--- src/rtl/bleuart_tx_arbiter_if.sv ---
// Requester byte streams plus the TX FIFO write port, as seen by the arbiter.
// The slave modport is the arbiter; the master modport drives requesters and the FIFO status.
interface bleuart_tx_arbiter_if #(
  parameter int NUM_REQ = 2
);
  logic [NUM_REQ-1:0]   req_valid;
  logic [8*NUM_REQ-1:0] req_data;
  logic [NUM_REQ-1:0]   req_last;
  logic [NUM_REQ-1:0]   req_rdy;
  logic                 fifo_write;
  logic [7:0]           fifo_data;
  logic                 fifo_full;

  modport master (
    output req_valid, req_data, req_last, fifo_full,
    input  req_rdy, fifo_write, fifo_data
  );

  modport slave (
    input  req_valid, req_data, req_last, fifo_full,
    output req_rdy, fifo_write, fifo_data
  );
endinterface

--- src/rtl/bleuart_tx_arbiter.sv ---
// Packet-granular round-robin arbiter in front of the BLE UART TX FIFO write port.
// Optional BLEUART_ARB_SRC_TAG_EN: emits a source tag byte (8'hA0 | grant) before each packet.
module bleuart_tx_arbiter #(
  parameter int NUM_REQ = 2,
  parameter int ID_W    = 3
) (
  input  logic                 clk,
  input  logic                 rst,
  bleuart_tx_arbiter_if.slave  bus,
  output logic [ID_W-1:0]      grant_id,
  output logic                 busy,
  output logic                 pkt_done
);

  typedef enum logic [1:0] {
    IDLE = 2'd0,
    XFER = 2'd1,
    TAG  = 2'd2
  } state_t;

  state_t               state_r;
  state_t               state_s;
  logic [ID_W-1:0]      grant_r;
  logic [ID_W-1:0]      rr_ptr_r;
  logic                 pkt_done_r;
  logic [ID_W-1:0]      pick_id_s;
  logic                 pick_valid_s;
  int                   best_dist_s;
  int                   dist_s;
  logic [NUM_REQ-1:0]   hit_s;
  logic                 sel_valid_s;
  logic                 sel_last_s;
  logic [7:0]           sel_data_s;
  logic [NUM_REQ-1:0]   rdy_s;
  logic                 write_s;
  logic [7:0]           data_s;
  logic                 last_wr_s;

  // Round-robin pick: the valid requester at the smallest cyclic distance from rr_ptr wins.
  always_comb begin
    pick_valid_s = 1'b0;
    pick_id_s    = '0;
    best_dist_s  = NUM_REQ;
    dist_s       = 0;
    for (int i = 0; i < NUM_REQ; i++) begin
      dist_s = (i >= int'(rr_ptr_r)) ? (i - int'(rr_ptr_r)) : (i - int'(rr_ptr_r) + NUM_REQ);
      if (bus.req_valid[i] && (dist_s < best_dist_s)) begin
        best_dist_s  = dist_s;
        pick_id_s    = ID_W'(i);
        pick_valid_s = 1'b1;
      end else begin
        best_dist_s  = best_dist_s;
      end
    end
  end

  // Select the granted requester's valid/data/last without variable indexing.
  always_comb begin
    hit_s       = '0;
    sel_valid_s = 1'b0;
    sel_last_s  = 1'b0;
    sel_data_s  = 8'h00;
    for (int i = 0; i < NUM_REQ; i++) begin
      hit_s[i]    = (grant_r == ID_W'(i));
      sel_valid_s = sel_valid_s | (bus.req_valid[i] & hit_s[i]);
      sel_last_s  = sel_last_s  | (bus.req_last[i]  & hit_s[i]);
      sel_data_s  = sel_data_s  | (bus.req_data[8*i +: 8] & {8{hit_s[i]}});
    end
  end

  // Next state and the FIFO-facing handshake.
  always_comb begin
    state_s   = state_r;
    rdy_s     = '0;
    write_s   = 1'b0;
    data_s    = 8'h00;
    last_wr_s = 1'b0;
    case (state_r)
      IDLE: begin
        if (pick_valid_s) begin
`ifdef BLEUART_ARB_SRC_TAG_EN
          state_s = TAG;
`else
          state_s = XFER;
`endif
        end else begin
          state_s = IDLE;
        end
      end
`ifdef BLEUART_ARB_SRC_TAG_EN
      TAG: begin
        write_s = ~bus.fifo_full;
        data_s  = bus.fifo_full ? 8'h00 : (8'hA0 | 8'(grant_r));
        if (bus.fifo_full) begin
          state_s = TAG;
        end else begin
          state_s = XFER;
        end
      end
`endif
      XFER: begin
        rdy_s     = hit_s & {NUM_REQ{~bus.fifo_full}};
        write_s   = sel_valid_s & ~bus.fifo_full;
        data_s    = write_s ? sel_data_s : 8'h00;
        last_wr_s = write_s & sel_last_s;
        if (last_wr_s) begin
          state_s = IDLE;
        end else begin
          state_s = XFER;
        end
      end
      default: begin
        state_s = IDLE;
      end
    endcase
  end

  // State, grant latch and rotation pointer; the pointer moves only when a packet completes.
  always_ff @(posedge clk or negedge rst) begin
    if (!rst) begin
      state_r    <= IDLE;
      grant_r    <= '0;
      rr_ptr_r   <= '0;
      pkt_done_r <= 1'b0;
    end else begin
      state_r    <= state_s;
      pkt_done_r <= last_wr_s;
      if ((state_r == IDLE) && pick_valid_s) begin
        grant_r <= pick_id_s;
      end
      if (last_wr_s) begin
        rr_ptr_r <= (grant_r == ID_W'(NUM_REQ - 1)) ? '0 : (grant_r + ID_W'(1));
      end
    end
  end

  assign bus.req_rdy    = rdy_s;
  assign bus.fifo_write = write_s;
  assign bus.fifo_data  = data_s;
  assign grant_id       = grant_r;
  assign busy           = (state_r != IDLE);
  assign pkt_done       = pkt_done_r;

endmodule

--- src/flat_wrapper.sv ---
// flat-port wrapper written by rule: the top's interface ports become plain ports
module bleuart_tx_arbiter_flat 
#(
  parameter int NUM_REQ = 2,
  parameter int ID_W    = 3
)
  (clk, rst, grant_id, busy, pkt_done, bus_req_valid, bus_req_data, bus_req_last, bus_fifo_full, bus_req_rdy, bus_fifo_write, bus_fifo_data);
  bleuart_tx_arbiter_if #(.NUM_REQ(NUM_REQ)) bus_i ();
  input  logic clk;
  input  logic rst;
  output logic [ID_W-1:0] grant_id;
  output logic busy;
  output logic pkt_done;
  input wire logic [$bits(bus_i.req_valid)-1:0] bus_req_valid;
  input wire logic [$bits(bus_i.req_data)-1:0] bus_req_data;
  input wire logic [$bits(bus_i.req_last)-1:0] bus_req_last;
  input wire logic [$bits(bus_i.fifo_full)-1:0] bus_fifo_full;
  output wire logic [$bits(bus_i.req_rdy)-1:0] bus_req_rdy;
  output wire logic [$bits(bus_i.fifo_write)-1:0] bus_fifo_write;
  output wire logic [$bits(bus_i.fifo_data)-1:0] bus_fifo_data;
  assign bus_i.req_valid = bus_req_valid;
  assign bus_i.req_data = bus_req_data;
  assign bus_i.req_last = bus_req_last;
  assign bus_i.fifo_full = bus_fifo_full;
  assign bus_req_rdy = bus_i.req_rdy;
  assign bus_fifo_write = bus_i.fifo_write;
  assign bus_fifo_data = bus_i.fifo_data;
  bleuart_tx_arbiter #(.NUM_REQ(NUM_REQ), .ID_W(ID_W)) u_core (.clk(clk), .rst(rst), .bus(bus_i), .grant_id(grant_id), .busy(busy), .pkt_done(pkt_done));
endmodule
--- config.mk ---
export PLATFORM = sky130hd
export DESIGN_NAME = bleuart_tx_arbiter_flat
export DESIGN_NICKNAME = d
export VERILOG_FILES = /design/src/rtl/bleuart_tx_arbiter_if.sv /design/src/rtl/bleuart_tx_arbiter.sv /design/src/flat_wrapper.sv
export SDC_FILE = /design/constraint.sdc
export NUM_CORES = 1
export LEC_CHECK = 0
export BUFFER_PORTS_ARGS = -buffer_cell sky130_fd_sc_hd__buf_2
export CORE_AREA = 4 4 41 43
export CTS_CLUSTER_SIZE = 28
export DETAILED_ROUTE_END_ITERATION = 7
export DIE_AREA = 0 0 45 47
export PLACE_DENSITY = 0.69
export SLEW_MARGIN = 20
export SYNTH_ARGS = -nofsm -noshare
export SYNTH_HDL_FRONTEND = slang
export SYNTH_SLANG_ARGS = --single-unit
--- constraint.sdc ---
create_clock -name clk -period 1.6 [get_ports clk]
set_input_delay 0.48 -clock clk [delete_from_list [all_inputs] [get_ports clk]]
set_output_delay 0.48 -clock clk [all_outputs]
set_load 0.05 [all_outputs]
[After elaboration in Yosys (flattened, before gate mapping)]
Index checks and enable logic that the tools add are counted.
Word-level totals
  bits of input ports: 23
  register bits: 9
  output and inout bits: 16
Operators by class
  $lt $le $gt $ge: 4
  reduce and logical (&&, ||, !) cells: 6
  bitwise gates (word level): 13
  $add $sub $neg: 5
  mux-type cells: 15
  eq/ne operators: 2
Operator list (count)
  32-bit two-way mux: 3
  32-bit by 3-bit adder with 32-bit output (second input constant): 2
  32-bit by 3-bit < comparator with 1-bit output (second input constant): 1
  32-bit < comparator: 1
  8-bit bitwise AND: 2
  8-bit two-way mux: 2
  8-bit bitwise OR: 1
  1-bit by 3-bit subtractor with 4-bit output (first input constant): 2
  1-bit two-way mux: 7
  1-bit bitwise AND: 6
  1-bit by 3-bit greater-or-equal comparator with 1-bit output (first input constant): 2
  2-bit one-hot mux with 2 select lines: 1
  3-bit by 1-bit adder with 3-bit output (second input constant): 1
  3-bit by 1-bit equality test with 1-bit output (second input constant): 1
  1-bit logical AND: 3
  3-bit logical NOT: 1
  3-bit two-way mux: 1
  2-bit bitwise AND: 1
  2-bit by 1-bit equality test with 1-bit output (second input constant): 1
  2-bit logical NOT: 1
  2-bit two-way mux: 1
  1-bit bitwise OR: 2
  2-bit nonzero test: 1
  1-bit inverter: 1

[Logic depth before layout (Yosys ltp)]
  depth after elaboration: 11
  gate-level depth with buffers: 5

[Worst setup path before layout]
OpenSTA, ideal clock, no wires.
  path kind: register -> output
  start: reg u_core.grant_r[0], in the netlist u_core.grant_id[0]
  end: out bus_fifo_data[0]
  slack: -0.725 ns
  cell stages (with the launch flop): 6
  data arrival time: 1.845 ns
  cell sequence: dfrtp_1 > buf_6 > mux2i_1 > nand2b_1 > buf_6 > nor2_1
On the way
  word-level cells in the longest chain between the ends: 6
  elaborated cells between the ends (all ways): 11
Ends and longest elaborated chain
  start: declaration: line bleuart_tx_arbiter.sv:23  | logic [ID_W-1:0] grant_r;
  start signal: assignment: line bleuart_tx_arbiter.sv:129  | grant_r <= pick_id_s;
  3-bit by 1-bit equality test with 1-bit output / 3-bit logical NOT (equally long branches): line bleuart_tx_arbiter.sv:64  | hit_s[i] = (grant_r == ID_W'(i));
  1-bit bitwise AND: line bleuart_tx_arbiter.sv:65  | sel_valid_s = sel_valid_s | (bus.req_valid[i] & hit_s[i]);
  1-bit bitwise OR: line bleuart_tx_arbiter.sv:65
  1-bit bitwise AND: line bleuart_tx_arbiter.sv:103  | write_s = sel_valid_s & ~bus.fifo_full;
  8-bit two-way mux *: line bleuart_tx_arbiter.sv:104  | data_s = write_s ? sel_data_s : 8'h00;
  8-bit two-way mux *: line bleuart_tx_arbiter.sv:78  | case (state_r)
  end: declaration: line flat_wrapper.sv:20  | output wire logic [$bits(bus_i.fifo_data)-1:0] bus_fifo_data;
Mark *: on every way between the ends. The rest lies on a longest branch, timed or not.

[Worst setup path in the final report]
  start: reg u_core.grant_r[0], in the netlist u_core.grant_id[0]
  end: out bus_fifo_data[4]
Same word-level chain as after synthesis.

==> impl_metrics.env <==
export IMPL_status="finished, violations left"
export IMPL_failed_checks="negative setup slack"
export IMPL_slowest_stage="dfrtp_2"
export IMPL_diodes=0
export IMPL_io_buffers=36
export IMPL_clockBufferDepth=2
export IMPL_rsz0062_at_grt="yes"
export IMPL_synth_seq_cells=4
export IMPL_yosys_top_cells_area="dfrtp_1, mux2i_1, nor2_1"
export IMPL_cp_end_kind="output pin"
export IMPL_pre_cts_ws_ps=-262
export IMPL_cts_root_buf="clkbuf_4"
export IMPL_dpl_cell_count=109
export IMPL_critPathLaunchType="flip-flop"
export IMPL_fin_crit_ps=1890
export IMPL_fin_util_pct=70.5
export IMPL_nets=125
export IMPL_drc=0
export IMPL_grt_pass1_vias=533
export IMPL_vias=515
export IMPL_ir_drop_mv=0.623
export IMPL_cp_max_fo=4
export IMPL_drt_iter0_markers=7
export IMPL_clkSinkCount=4
export IMPL_track_usage_pct=15.3
export IMPL_fin_ws_ps=-288
export IMPL_fmax_mhz=530
export IMPL_yosys_area_top_type_share_pct=23.3
export IMPL_final_cell_count_no_fill=113
export IMPL_cts_made_buffers=3
export IMPL_required_ps=1120
export IMPL_fillCellCount=104
export IMPL_seq_area_frac_synth_pct=23.3
export IMPL_core_area_sq_um=1300
export IMPL_die_x_um=45
export IMPL_first_pass_iters=4
export IMPL_grt_max_degree=16
export IMPL_critical_path_max_stage_delay_ps=380
export IMPL_pin_count=39
export IMPL_area_growth_pct=113
export IMPL_detail_route_antenna_nets=0
export IMPL_wl_per_cell_um=13.8
export IMPL_path_clk_slew_ps=40
export IMPL_drv_slew=0
export IMPL_grt_overflow=0
export IMPL_htreeDepth=1
export IMPL_routabilityCongestion=0.764
export IMPL_clock_insertion_delay_worst_skew_ps=230
export IMPL_synth_commonest_cells="nor2_1, mux2i_1, dfrtp_1, inv_1, nand2b_1"
export IMPL_fin_crit_sh_pct=118
export IMPL_synth_async_reset_ratio_pct=100
export IMPL_drive_gt1_share_pct=78.6
export IMPL_dieArea_sq_um=2120
export IMPL_drt_wl_total_um=1560
export IMPL_path_cells="mux2i_1 > nand2b_4 > buf_6 > nor2_4 > buf_8"
export IMPL_rows=13
export IMPL_netlist_area_sq_um=430
export IMPL_viasPerCell=4.56
export IMPL_synth_area_per_cell_sq_um=8.44
export IMPL_yosysMostFrequentCell="nor2_1"
export IMPL_hp_class="in -> async"
export IMPL_die_y_um=47
export IMPL_seqCellArea_sq_um=103
export IMPL_p_leak_uw=0.000446
export IMPL_synth_cells=51
export IMPL_yosys_area_top_type="dfrtp_1"
export IMPL_antenna_found_initial=0
export IMPL_power_density_nw_per_um2=1340
export IMPL_path_class="reg -> out"
export IMPL_cts_hold_repair_buffers=0
export IMPL_grt_first_pass_wirelength_um=2280
export IMPL_ys_flop_type="dfrtp_1"
export IMPL_rrSetupSlack_ps=360
export IMPL_initial_core_util_pct=33.1
export IMPL_ys_types=22
export IMPL_hold_viol=0
export IMPL_ys_warn_count=0
export IMPL_fin_skew_ps=2.03
export IMPL_setup_viol=10
export IMPL_multiInputGateArea_sq_um=402
export IMPL_dp_hpwl_um=1080
export IMPL_synth_edf_count=0
export IMPL_maxCapViolCount=0
export IMPL_cts_tree="done"
export IMPL_arrival_ps=1410
## cells by family (layout without fill, tap and decap cells)
logic type,count (synthesis),count (layout),share of synthesized area [%]
mux,9,9,20.9
simple gates,18,18,20.6
fa+ha+maj,2,2,5.81
buf+inv,9,53,13.4
other cells,2,5,1.74
compound gates,7,7,14.2
flops,4,4,23.3
## registers in the layout, summed over array words and instances (netlist names)
register,flops
u_core.grant_id,1
u_core.rr_ptr_r,1
u_core.state_r,1
u_core.pkt_done,1
## worst paths after layout
check / startpoint / end / cells after the start
min in group clk: u_core.rr_ptr_r[0] / u_core.rr_ptr_r[0] / 1
worst max register to register: u_core.grant_id[0] / u_core.state_r[0] / 4
worst min-delay path: rst / u_core.rr_ptr_r[0] / 1
worst min register to register: u_core.rr_ptr_r[0] / u_core.rr_ptr_r[0] / 1
max in group asynchronous: rst / u_core.state_r[0] / 1
worst max-delay path: u_core.grant_id[0] / bus_fifo_data[4] / 5
## layout make-up
class / count / area share, %
Inverter: 3 / 1.23
Multi-Input combinational cell: 41 / 43.8
Clock buffer: 3 / 2.46
Sequential cell: 4 / 11.2
Timing Repair Buffer: 47 / 39.3
Tap cell: 15 / 2.05
## metrics by stage
stage	instance area, sq um	hold WS (ps)	total power [uW]	setup TNS (ps)
after detailed placement	742	285	918	-2430
after floorplan	514	184	752	-2760
after global routing	917	35.2	1290	-3310
final	917	40.4	1230	-2580
after CTS	910	37.1	1210	-2220
after global placement	742	284	913	-2010
## worst max-delay path, delay by kind of cell (launching register included)
family	cells	cell delay [ps]
DFF	1	380
buffers and inverters	2	290
muxes	1	270
and+or+nand+nor	2	240
## cell usage in the layout, fill, tap and decap left out, types with 2 or more instances in the layout
cell type	count
buf_2	24
buf_4	8
buf_6	12
buf_8	3
clkbuf_4	3
conb_1	5
dfrtp_1	2
dfrtp_2	2
ha_1	2
inv_1	2
mux2i_2	8
nand2b_4	2
nor2_4	9
o21ai_0	2
## routing by layer
metal  share of wire, %  track usage (%)  vias up
met5                  0                0        -
met4                2.1             10.5        0
met3                4.9             3.45        4
met2                 56             24.6       23
met1                 37             18.2      227
li1                   -                -      261
## report_power, final
group | internal, uW | total (uW) | leakage, uW | switching (uW)
registers | 138 | 166 | 0.0000445 | 28.8
logic | 394 | 940 | 0.000388 | 546
clock network | 83.6 | 121 | 0.0000138 | 37.7
## timing repair
action / CTS / global route
buffers inserted: 1 / 0
gates cloned: 0 / 0
resized for setup: 40 / 2
pin swaps: 7 / 0
endpoints found under the setup margin: 12 / 11
No activity file was read; power rests on OpenSTA's default activity.
